==> src/rtl/rotate_sequencer.sv <==
// rotate_sequencer: multi-cycle 0-31 bit rotate of a 32-bit word.
// One rotate_step instance is reused every RUN cycle. Each cycle it moves
// the word by 2 bits when possible, and by a single bit at the end when
// the amount is odd. A start/busy/done handshake faces the control unit.

// Single-step rotate unit. sel: 0 = left 1, 1 = left 2, 2 = right 1, 3 = right 2.
// The carry is the bit that lands in r[0] (left) or in r[31] (right).
module rotate_step (
    input  logic [31:0] x,
    input  logic [1:0]  sel,
    output logic [31:0] r,
    output logic        c
);

    // Pure combinational rotate selected by sel.
    always_comb begin
        // NOTE: assign every output first so no path through the case can infer a latch.
        r = x;
        c = 1'b0;
        case (sel)
            2'd0: begin r = {x[30:0], x[31]};    c = x[31]; end
            2'd1: begin r = {x[29:0], x[31:30]}; c = x[30]; end
            2'd2: begin r = {x[0], x[31:1]};     c = x[0];  end
            2'd3: begin r = {x[1:0], x[31:2]};   c = x[1];  end
            default: begin r = x; c = 1'b0; end
        endcase
    end

endmodule

module rotate_sequencer #(
    parameter bit ALLOW_STEP2 = 1'b1
) (
    input  logic        clk,
    input  logic        reset_n,
    input  logic        start,
    input  logic [31:0] a,
    input  logic [4:0]  amount,
    input  logic        dir,
    output logic [31:0] y,
    output logic        c_out,
    output logic        busy,
    output logic        done
);

    typedef enum logic [1:0] {
        S_IDLE = 2'd0,
        S_RUN  = 2'd1,
        S_DONE = 2'd2
    } state_t;

    state_t      state_q, state_d;
    logic [31:0] y_q, y_d;
    logic        c_q, c_d;
    logic [4:0]  rem_q, rem_d;
    logic        drg_q, drg_d;

    logic        step2;
    logic [4:0]  step_amt;
    logic [4:0]  rem_next;
    logic [1:0]  sel;
    logic [31:0] step_y;
    logic        step_c;

    // A 2-step is issued only while at least 2 bits remain, so rem never underflows.
    assign step2    = ALLOW_STEP2 && (rem_q >= 5'd2);
    assign step_amt = step2 ? 5'd2 : 5'd1;
    assign rem_next = rem_q - step_amt;
    assign sel      = {drg_q, step2};

    rotate_step u_step (
        .x   (y_q),
        .sel (sel),
        .r   (step_y),
        .c   (step_c)
    );

    // Next-state and datapath update for the IDLE -> RUN -> DONE sequence.
    always_comb begin
        state_d = state_q;
        y_d     = y_q;
        c_d     = c_q;
        rem_d   = rem_q;
        drg_d   = drg_q;
        case (state_q)
            S_IDLE: begin
                if (start) begin
                    y_d     = a;
                    rem_d   = amount;
                    drg_d   = dir;
                    c_d     = 1'b0;
                    state_d = (amount == 5'd0) ? S_DONE : S_RUN;
                end
            end
            S_RUN: begin
                y_d   = step_y;
                c_d   = step_c;
                rem_d = rem_next;
                if (rem_next == 5'd0) begin
                    state_d = S_DONE;
                end
            end
            S_DONE: begin
                state_d = S_IDLE;
            end
            default: begin
                state_d = S_IDLE;
            end
        endcase
    end

    // State and datapath registers with synchronous active-low reset.
    always_ff @(posedge clk) begin
        // NOTE: reset is sampled on the clock edge only, so it must sit inside the clocked block as the first branch.
        if (!reset_n) begin
            state_q <= S_IDLE;
            y_q     <= 32'd0;
            c_q     <= 1'b0;
            rem_q   <= 5'd0;
            drg_q   <= 1'b0;
        end else begin
            // NOTE: non-blocking assignments so every register samples the pre-edge values.
            state_q <= state_d;
            y_q     <= y_d;
            c_q     <= c_d;
            rem_q   <= rem_d;
            drg_q   <= drg_d;
        end
    end

    assign y     = y_q;
    assign c_out = c_q;
    assign busy  = (state_q != S_IDLE);
    assign done  = (state_q == S_DONE);

endmodule

==> config.mk <==
export PLATFORM = sky130hd
export DESIGN_NAME = rotate_sequencer
export DESIGN_NICKNAME = d
export VERILOG_FILES = /design/src/rtl/rotate_sequencer.sv
export SDC_FILE = /design/constraint.sdc
export NUM_CORES = 1
export LEC_CHECK = 0
export ABC_CLOCK_PERIOD_IN_PS = 5210
export CAP_MARGIN = 10
export CORE_ASPECT_RATIO = 0.6
export CORE_MARGIN = 4
export CORE_UTILIZATION = 52
export CTS_CLUSTER_SIZE = 28
export DETAILED_ROUTE_END_ITERATION = 10
export GPL_ROUTABILITY_DRIVEN = 0
export PLACE_DENSITY = 0.86
export SYNTH_ARGS = -nofsm -noshare
export SYNTH_HDL_FRONTEND = slang
export SYNTH_SLANG_ARGS = --single-unit
==> constraint.sdc <==
create_clock -name clk -period 5.21 [get_ports clk]
set_input_delay 0.7815 -clock clk [delete_from_list [all_inputs] [get_ports clk]]
set_output_delay 0.7815 -clock clk [all_outputs]
set_load 0.02 [all_outputs]
== Word level (Yosys, flattened, before mapping) ==
Cells that the tools add are included.

* Output and inout bits: 35
* ROM bits: 0
* Memories kept: 0
* Bits in latches: 0
* Register bits after elaboration: 41
* Memory bits (writable): 0

* Reduce and logical (&&, ||, !) cells: 9
* $mul: 0
* Bitwise logic cells: 0
* Magnitude comparators: 1
* Shift-type cells: 0
* Equality and inequality tests: 7
* Divide/modulo/power cells: 0
* Muxes and demuxes: 13
* Add/sub/neg operators: 1

{| class="wikitable"
|+ Operators by type and width
! kind !! count
|-
| $pmux W32 S4 || 1
|-
| $pmux W32 S2 || 1
|-
| $mux W32 || 1
|-
| $logic_not A5 Y1 || 2
|-
| $pmux W5 S2 || 1
|-
| $mux W2 || 4
|-
| $eq A2 B2 Y1 const B || 3
|-
| $reduce_and A2 Y1 || 3
|-
| $ge A5 B2 Y1 const B || 1
|-
| $mux W5 || 1
|-
| $sub A5 B2 Y5 || 1
|-
| $eq A2 B1 Y1 const B || 2
|-
| $logic_not A2 Y1 || 2
|-
| $ne A2 B2 Y1 const B || 2
|-
| $pmux W1 S4 || 1
|-
| $pmux W2 S2 || 1
|-
| $reduce_bool A2 Y1 || 2
|-
| $pmux W1 S2 || 1
|-
| $mux W1 || 1
|}

== Longest topological paths before layout ==
* Word-level depth: 6
* Gate-level depth with buffers: 11
* Depth with buffers taken out: 9

== By module ==
Synthesis repeated with hierarchy kept, for this count alone.

* Cells, all modules: 284
* Area, all modules: 2,758.9 um2

{| class="wikitable"
|+ Modules (own cells, without submodules)
! module !! area an instance (um2) !! sequential area each (um2) !! cells an instance !! instances
|-
| rotate_sequencer || 1,913.1 || 820.8 || 243 || 1
|-
| rotate_step || 845.8 || 0.0 || 41 || 1
|}

== Least setup slack after synthesis ==
No wires, ideal clock.

* Path type: flip-flop to flip-flop
* Start: register rem_q[1]
* End: register state_q[0]
* Arrival time: 2.396 ns
* Required time: 5.092 ns
* Setup slack: 2.697 ns
* Setup time: 0.118 ns
* Stages on the path, launching flop included: 11
* Path through: dfxtp_1 or4_4 buf_6 clkinv_4 buf_4 ha_1 inv_1 fa_1 nor4bb_1 nand4_1 nor3b_1

* Cells in the longest elaborated chain, start to end: 6

{| class="wikitable"
|+ RTL lines
! item !! RTL line !! RTL
|-
| start, declared || 55 || <nowiki>logic [4:0] rem_q, rem_d;</nowiki>
|-
| start signal, assigned || 126 || <nowiki>rem_q <= rem_d;</nowiki>
|-
| $ge A5 B2 Y1 || 66 || <nowiki>assign step2 = ALLOW_STEP2 && (rem_q >= 5'd2);</nowiki>
|-
| $mux W2 || 67 || <nowiki>assign step_amt = step2 ? 5'd2 : 5'd1;</nowiki>
|-
| $sub A5 B2 Y5 * || 68 || <nowiki>assign rem_next = rem_q - step_amt;</nowiki>
|-
| $logic_not A5 Y1 * || 99 || <nowiki>if (rem_next == 5'd0) begin</nowiki>
|-
| $ne A2 B2 Y1 (no source line) * || - ||
|-
| $reduce_and A2 Y1 (no source line) * || - ||
|-
| end signal, assigned || 123 || <nowiki>state_q <= state_d;</nowiki>
|-
| end, declared || 52 || <nowiki>state_t state_q, state_d;</nowiki>
|}

Mark *: on every way between the ends. The rest lies on a longest branch, timed or not.
A chain may end at the register's enable or synchronous reset.

== Final worst setup path ==
* Start: register rem_q[2]
* End: register state_q[0]

The elaborated chain is that of the path after synthesis.

==> flow_summary_export.csv <==
group,metric,value,unit
critical_path,worstPathArrival,3180,ps
critical_path,reg2reg_depth,8,
min_path,hp-class,"reg2reg",
timing,clock.fmax,0.334,GHz
yosys,synth_edf_count,0,
yosys,ys_types,46,
clocking,clk_latency,290,ps
clocking,root_buffer,"clkbuf_8",
min_path,hold-path-endpoint,"c_out",
yosys,synth_cells,377,
placed_design,portBuffers,75,
layout,nNetsFinal,477,
yosys,ys_warn_count,0,
min_path,worstHoldPathCells,1,
critical_path,worstPathCellList,"or4_4, clkinv_4, ha_1, inv_1, fa_1, nor4bb_1, nand4_1, nor3b_1",
critical_path,start_kind,"flip-flop",
timing,timing.final.crit_share,57.5,%
yosys,synth_area_per_cell,7.12,µm²
run,max_cap_violations,0,
drt,ant_nets,0,
floorplanning,rows,19,
grt,grt_util_all_layers,24.8,%
status,status,"finished clean",
grt,grt_overflow_total,0,
yosys,async_flop_share,0,%
grt,grt_max_degree,37,
clocking,clock-sinks,41,
critical_path,r2r_start,"rem_q[2]",
power_and_ir_drop,power,1.08,mW
layout,stdcell_count,496,
grt,grt_pass1_wl,13000,µm
power_and_ir_drop,p_seq_share,38.5,%
clocking,cts_resized,0,
critical_path,crit_buf_inv,2,
critical_path,rrSetupSlack,2220,ps
layout,final_cell_mix,"nand2_1, clkdlybuf4s50_1, a21oi_1",
floorplanning,initial_core_util,56.2,%
yosys,yosysTopAreaCellShare,30.6,%
critical_path,worst_ep_required_time,5390,ps
layout,drive_gt1_share,3.00,%
floorplanning,die_h,63.7,µm
layout,fin_area,0.00349,mm²
clocking,cts_max_level,2,
drt,num_vias,3022,
drt,drt-total-wl,8000,µm
critical_path,path_delay_family,"simple AND/OR/NAND/NOR gates",
clocking,cts_hold_buf,0,
timing,setup-violations-final,0,
placed_design,dp.final_hpwl,5710,µm
timing,rsz0062_at_grt,"false",
floorplanning,core_area,0.00478,mm²
min_path,min_from,"c_out",
yosys,syn-num-nets,421,
layout,final_common_cell,"nand2_1",
drt,detail_route.wl_per_cell,16.1,µm
timing,finalHoldViolations,0,
layout,diodes,0,
critical_path,r2r_end,"state_q[0]",
grt,antenna_found_initial,0,
yosys,synth_seq_cells,41,
clocking,cts.reportedPaths.clkPinSlew,80,ps
critical_path,slowest_stage,"or4_4",
layout,fill_cells,412,
power_and_ir_drop,p_int,0.658,mW
clocking,cts_tree,"yes",
floorplanning,die-area,0.00642,mm²
power_and_ir_drop,power_frac_clock,19.7,%
critical_path,cp_max_fo,36,
power_and_ir_drop,p_leak,1.38,nW
power_and_ir_drop,p_per_area,308,mW/mm²
power_and_ir_drop,switchingPower,0.418,mW
yosys,netlist.top_cell.by_area,"dfxtp_1",
critical_path,endpoint_kind,"flip-flop",
critical_path,path_class,"reg2reg",
drt,dr.pass1.iters,5,
power_and_ir_drop,switching_share,38.9,%
timing,slew_headroom,35.4,%
drt,drc_errors,0,
timing,worst_pin_slew,966,ps
power_and_ir_drop,vdd_drop_max,0.000180,V
placed_design,dp.cells,489,
clocking,post_cts_buffers,0,
clocking,clock_path_buffers,2,
timing,slew_viol_final,0,
timing,setup_tns,0,ps
floorplanning,die_w,101,µm
yosys,yosysSeqAreaShare,30.6,%
critical_path,critPathMaxStageDelay,750,ps
power_and_ir_drop,pwr-share-comb,41.8,%
floorplanning,io_pins,76,
yosys,ys.flop_type,"dfxtp_1",
clocking,cts_buffers,5,
timing,period_needed,2990,ps
layout,syn_to_final_growth,30.0,%
yosys,synth.area.top_cells,"dfxtp_1, nand2_1, a21oi_1",
timing,fin_skew,5.50,ps
grt,grt_pass1_vias,2710,
drt,vias_per_cell,6.09,
drt,drtIter0Drc,261,
yosys,netlist_area,0.00269,mm²
placed_design,postPlaceCellArea,0.00340,mm²
-- metrics by stage --
stage | util, % | setup WS [ps] | hold WS, ps
3_5_place_dp | 71.2 | 2000 | 521
4_1_cts | 73.1 | 2220 | 535
2_1_floorplan | - | 2700 | 489
6_report | 73.1 | 2220 | 533
5_1_grt | 73.1 | 2000 | 575
3_3_place_gp | 71.2 | 2100 | 504
-- Yosys cell counts (2+ instances only) --
master,instances
nor2_1,9
o221ai_1,8
a21oi_1,52
nor3_1,2
nand2_1,97
a211o_1,23
ha_1,2
nor3b_1,2
o22a_1,7
o21ai_0,27
clkbuf_1,22
buf_2,4
a311oi_1,9
dfxtp_1,41
and3_1,9
inv_1,5
nand2b_1,25
nor2b_1,4
nand3_1,2
-- cell families after synthesis --
family,after synthesis,share of synthesized area (%)
AND/OR/NAND/NOR,158,27.4
AO/OA/AOI/OAI,137,33.3
flip-flops,41,30.6
buffers and inverters,35,6.10
adder cells (fa/ha/maj),3,1.68
XOR/XNOR,2,0.652
multiplexers,1,0.373
-- how the worst max path moves through the flow --
stage	from	endpoint	cells past startpoint	slack, ps
2_1_floorplan	rem_q[1]	state_q[0]	10	2700
6_report	rem_q[2]	state_q[0]	8	2220
3_5_place_dp	start	y[5]	5	2000
3_3_place_gp	start	y[16]	5	2100
4_1_cts	rem_q[1]	state_q[0]	8	2220
5_1_grt	rem_q[2]	state_q[0]	8	2000
-- metal layers --
layer | vias up | GRT usage [%] | routed length, µm
met5 | - | 0 | 0
met4 | 0 | 4.37 | 55
met3 | 12 | 6.73 | 850
met2 | 177 | 36.7 | 3470
met1 | 1365 | 36.1 | 3620
li1 | 1468 | - | -
-- layout make-up --
class	count	area, µm²	area share, %
inverter	6	27.5	0.789
sequential	41	821	23.5
clock buffer	7	86.3	2.47
timing repair buffer	78	773	22.2
multi-input combinational	301	1700	48.8
tap	63	78.8	2.26
-- flip-flops by register name, summed over array words and instances, names as in the netlist --
name     flops
c_out        1
drg_q        1
rem_q        5
state_q      2
y           32
-- power by group through the flow --
| stage | Clock, mW | Sequential (mW) | Combinational (mW) |
|---|---|---|---|
| after floorplan | 0 | 0.447 | 0.266 |
| after global placement | 0 | 0.419 | 0.433 |
| after detailed placement | 0 | 0.420 | 0.442 |
| after CTS | 0.214 | 0.413 | 0.445 |
| after global routing | 0.227 | 0.422 | 0.489 |
| final | 0.212 | 0.415 | 0.449 |
No activity file was read; power rests on OpenSTA's default activity.
==> patch 1 (same settings) <==
The parameter `ALLOW_STEP2` goes from 1'b1 to 1'b0.
--- a/src/rtl/rotate_sequencer.sv
+++ b/src/rtl/rotate_sequencer.sv
@@ -29,7 +29,7 @@
 endmodule
 
 module rotate_sequencer #(
-    parameter bit ALLOW_STEP2 = 1'b1
+    parameter bit ALLOW_STEP2 = 1'b0
 ) (
     input  logic        clk,
     input  logic        reset_n,
Function: changed (a bounded check fails within 4 cycles, from zero or initial values and one cycle with reset_n low).
==> patch 1 against the original RTL <==
- total power down 16%
- count of clock-buffer cells in the layout is 2 lower
- worst setup slack improved by 0.46 ns
- sequential cell count unchanged
- via count shrank 31%
- design area shrank 8.5%
- routed wire length is 22% lower
- synthesized area is 10% lower
==> patch 1: results (changes against the original RTL) <==
critical path's top delay family buffers and inverters (was simple AND/OR/NAND/NOR gates); maximum VDD drop 0.1878 mV (was 0.1796 mV); Syn Nets 262 (was 421); clk root buf clkbuf_8 (unchanged); GR Util met3 0.06568 (was 0.06725); M1 GR Usage 0.3255 (was 0.3610); met2 routed WL 2640 microns (was 3474 microns); clk_skew 0.006504 ns (was 0.005503 ns); share of cells above drive strength 1 0.1714 (was 0.03002); post_cts resized 0 (unchanged); nets 324 (was 477); Cells after Synth 219 (was 377); Post-synth top cells dfxtp_1 (41), a221o_1 (30), o211a_1 (30), mux2_4 (25), buf_2 (10) (was nand2_1 (97), a21oi_1 (52), dfxtp_1 (41), o21ai_0 (27), nand2b_1 (25)); metal1 wirelength 3048 microns (was 3623 microns); Leak 1.438 nW (was 1.381 nW); routed wl met3 558 microns (was 850 microns); crit path max fanout 13 (was 36); WL final 6251 microns (was 8004 microns); Tot Pwr 0.9061 mW (was 1.076 mW); sequential area share after synthesis 0.3399 (was 0.3057); CP max stage delay 0.61 ns (was 0.75 ns); master of the slowest instance on the critical path dfxtp_1 (was or4_4); dominant cells by area after synthesis dfxtp_1 (34%), mux2_4 (16%), a221o_1 (12%) (was dfxtp_1 (31%), nand2_1 (14%), a21oi_1 (9.7%)); CP arrival 1.75 ns (was 3.18 ns); largest net degree at the start of global routing 42 (was 37); relative slew slack 0.3027 (was 0.3540); fin cells 340 (was 496); status complete, no violations (unchanged); Synth cell types 35 (was 46); vias in the first global route 1914 (was 2710); fillers 318 (was 412); Tot GR Track Use 0.2173 (was 0.2482); placement-stage cell area 0.003120 sq mm (was 0.003405 sq mm); worst slack at placement 2.839 ns (was 2.005 ns); met2 Usage GRT 0.3063 (was 0.3672); Iter 0 DRT Violations 117 (was 261); first-pass GRT wire length 9860 microns (was 13030 microns)
patch 1: changes by cell type after synthesis, moves of 22 or more:
cell / change
a21oi_1: -43
a221o_1: +30
o21ai_0: -26
nand2b_1: -22
o211a_1: +30
a211o_1: -22
nand2_1: -89
mux2_4: +25
patch 1: where the power goes:
| part | leakage, nW | switching [mW] | internal (mW) |
|---|---|---|---|
| Clock | 0.0399 | 0.102 | 0.0882 |
| Combinational | 1.06 | 0.137 | 0.181 |
| Sequential | 0.341 | 0.0498 | 0.349 |
| Total | 1.44 | 0.288 | 0.618 |
patch 1: worst min-delay path: cells and delay by family, from the launching register on:
family,cells,cell delay [ns]
simple gates,1,0.06
compound gates,1,0.07
flops,1,0.34
patch 1: path summary, 6_finish.rpt:
check | start | to | slack [ns] | cells after the start
worst max-delay path | state_q[0] | busy | 2.68 | 3
worst min-delay path | rem_q[4] | rem_q[4] | 0.51 | 2
worst max register to register | drg_q | y[8] | 3.20 | 3
worst min register to register | rem_q[4] | rem_q[4] | 0.51 | 2
patch 1: kinds of logic (layout without fill, tap and decap cells):
logic type                 count (synthesis)  after routing  share of synthesized area
DFF                                       41             41                     0.3399
and+or+nand+nor                           32             32                    0.07202
muxes                                     31             31                     0.1829
xor gates and xnor gates                   2              2                   0.007255
buffers and inverters                     28             89                    0.07150
AOI/OAI and AO/OA                         83             83                     0.3161
adders and majority gates                  2              2                    0.01036
patch 1: layout make-up:
class | instances | area [sq um] | area share
Multi-Input combinational cell | 150 | 1428 | 0.4469
Clock buffer | 5 | 68.82 | 0.02154
Clock inverter | 1 | 5.005 | 0.001567
Inverter | 4 | 15.01 | 0.004700
Tap cell | 60 | 75.07 | 0.02350
Sequential cell | 41 | 822.0 | 0.2573
Timing Repair Buffer | 79 | 780.7 | 0.2444
==> patch 2 (same settings) <==
Made on the original files. Put a register stage on the outputs `busy` and `done`. The values now appear one clock later. The other outputs are not delayed to match.
--- a/src/rtl/rotate_sequencer.sv
+++ b/src/rtl/rotate_sequencer.sv
@@ -130,8 +130,10 @@
 
     assign y     = y_q;
     assign c_out = c_q;
-    assign busy  = (state_q != S_IDLE);
-    assign done  = (state_q == S_DONE);
+    always_ff @(posedge clk) begin
+        busy <= (state_q != S_IDLE);
+        done <= (state_q == S_DONE);
+    end
 
 endmodule
 
Check against the original RTL: not equivalent (a bounded check fails within 4 cycles, from zero or initial values and one cycle with reset_n low).
==> patch 2 against the original RTL <==
- sequential cell count rose by 2
- critical endpoint unchanged
- critical path type unchanged
- utilization fell by 3.4 points
- largest power group unchanged
- synthesized area rose by 1.5%
- worst setup slack improved by 0.051 ns
- routed wire length rose by 5.2%
- total power rose by 1.1%
- clock power fell by 5%
- count of clock-buffer cells in the layout fell by 1
- clock skew fell by 0.0021 ns
- via count rose by 2.6%
- synthesized cell count rose by 0.53%
- design area rose by 0.86%
==> patch 2: results (changes against the original RTL) <==
status complete, no violations (unchanged); met2 Usage GRT 0.3827 (was 0.3672); M1 GR Usage 0.3679 (was 0.3610); metal1 wirelength 3710 microns (was 3623 microns); Min-Delay Endpoint rem_q[4] (was c_out); seq pwr 0.434 mW (was 0.415 mW); dpl hpwl 5860 microns (was 5715 microns); Tot GR Track Use 0.2548 (was 0.2482); Max Used Layer met4 (unchanged); total grt overflow 0 (unchanged); share of cells above drive strength 1 0.02765 (was 0.03002); Post-synth top cells nand2_1 (97), a21oi_1 (52), dfxtp_1 (43), o21ai_0 (27), nand2b_1 (25) (was nand2_1 (97), a21oi_1 (52), dfxtp_1 (41), o21ai_0 (27), nand2b_1 (25)); Synth Area in Adders 0.01653 (was 0.01678); WL/cell 16.84 microns (was 16.14 microns); Synth Area in XOR/XNOR 0.006428 (was 0.006524); sequential power share 0.399 (was 0.385); hold path depth 2 (was 1); first-pass GRT wire length 13420 microns (was 13030 microns); vias in the first global route 2760 (was 2710); hold wc startpoint rem_q[4] (was c_out); nets 479 (was 477); clk root buf clkbuf_8 (unchanged); top_reg_cell synth dfxtp_1 (unchanged); Ant. Diodes 0 (unchanged); mux contribution to synthesized area 0.003673 (was 0.003728); P_sw 0.4291 mW (was 0.4181 mW); Slew @ Worst Pin 0.9802 ns (was 0.9661 ns); Syn Nets 423 (was 421); cell count after placement 494 (was 489); largest net degree at the start of global routing 37 (unchanged); max reg flops 32 (unchanged); hold buffer count at cts 0 (unchanged); clk_lat worst skew roughly 0.3 ns; CP arrival 3.14 ns (was 3.18 ns); Leak 1.390 nW (was 1.381 nW); Iter 0 DRT Violations 242 (was 261); r2r startpoint rem_q[2] (unchanged); post_cts resized 0 (unchanged); WL final 8421 microns (was 8004 microns); Port Buffers 75 (unchanged); met2 routed WL 3748 microns (was 3474 microns); sequential area share after synthesis 0.3159 (was 0.3057); TritonRoute pass-1 iters 5 (unchanged); reg-to-reg slack, setup 2.27 ns (was 2.22 ns); dominant cells by area after synthesis dfxtp_1 (32%), nand2_1 (13%), a21oi_1 (9.6%) (was dfxtp_1 (31%), nand2_1 (14%), a21oi_1 (9.7%)); critical path's top delay family simple AND/OR/NAND/NOR gates (unchanged); crit path max fanout 36 (unchanged); CP max stage delay ~0.76 ns; Compound-Gate Fraction of Synth Area 0.3278 (was 0.3327); maximum VDD drop 0.1571 mV (was 0.1796 mV); Comb pwr share 0.416 (was 0.418); clk_skew 0.003396 ns (was 0.005503 ns); routed wl met3 887 microns (was 850 microns); Die Wd 101.5 microns (was 100.8 microns); initial antenna violation count 0 (unchanged); GR Util met3 0.06216 (was 0.06725); CTS Buf Count 5 (unchanged); cells on worst reg2reg path 8 (unchanged); Post-Syn Area per Cell 7.190 sq um (was 7.122 sq um); via/cell ratio 6.202 (was 6.093)
[patch 2: worst max path at each step]
stage	endpoint	cells after the start	from
2_1_floorplan	state_q[0]	10	rem_q[1]
3_3_place_gp	y[18]	6	reset_n
3_5_place_dp	y[9]	5	start
4_1_cts	state_q[0]	8	rem_q[2]
5_1_grt	state_q[0]	8	rem_q[2]
6_report	state_q[0]	8	rem_q[2]
[patch 2: area by class of cell]
cell class,count,area [sq um]
clock buffers,6,72.57
inverters,6,27.53
well taps,66,82.58
repair buffers,78,773.2
fillers,448,1534
multi-input cells,301,1704
flip-flops and latches,43,860.8
[patch 2: metrics by stage]
step	setup slack, ns	util	hold slack, ns	area (sq um)
after floorplan	2.697	-	0.4892	2725
after global placement	2.163	0.6822	0.5183	3448
after detailed placement	2.051	0.6822	0.5287	3448
after CTS	2.310	0.6965	0.5404	3521
after global routing	2.135	0.6965	0.5674	3521
final	2.266	0.6965	0.5454	3521
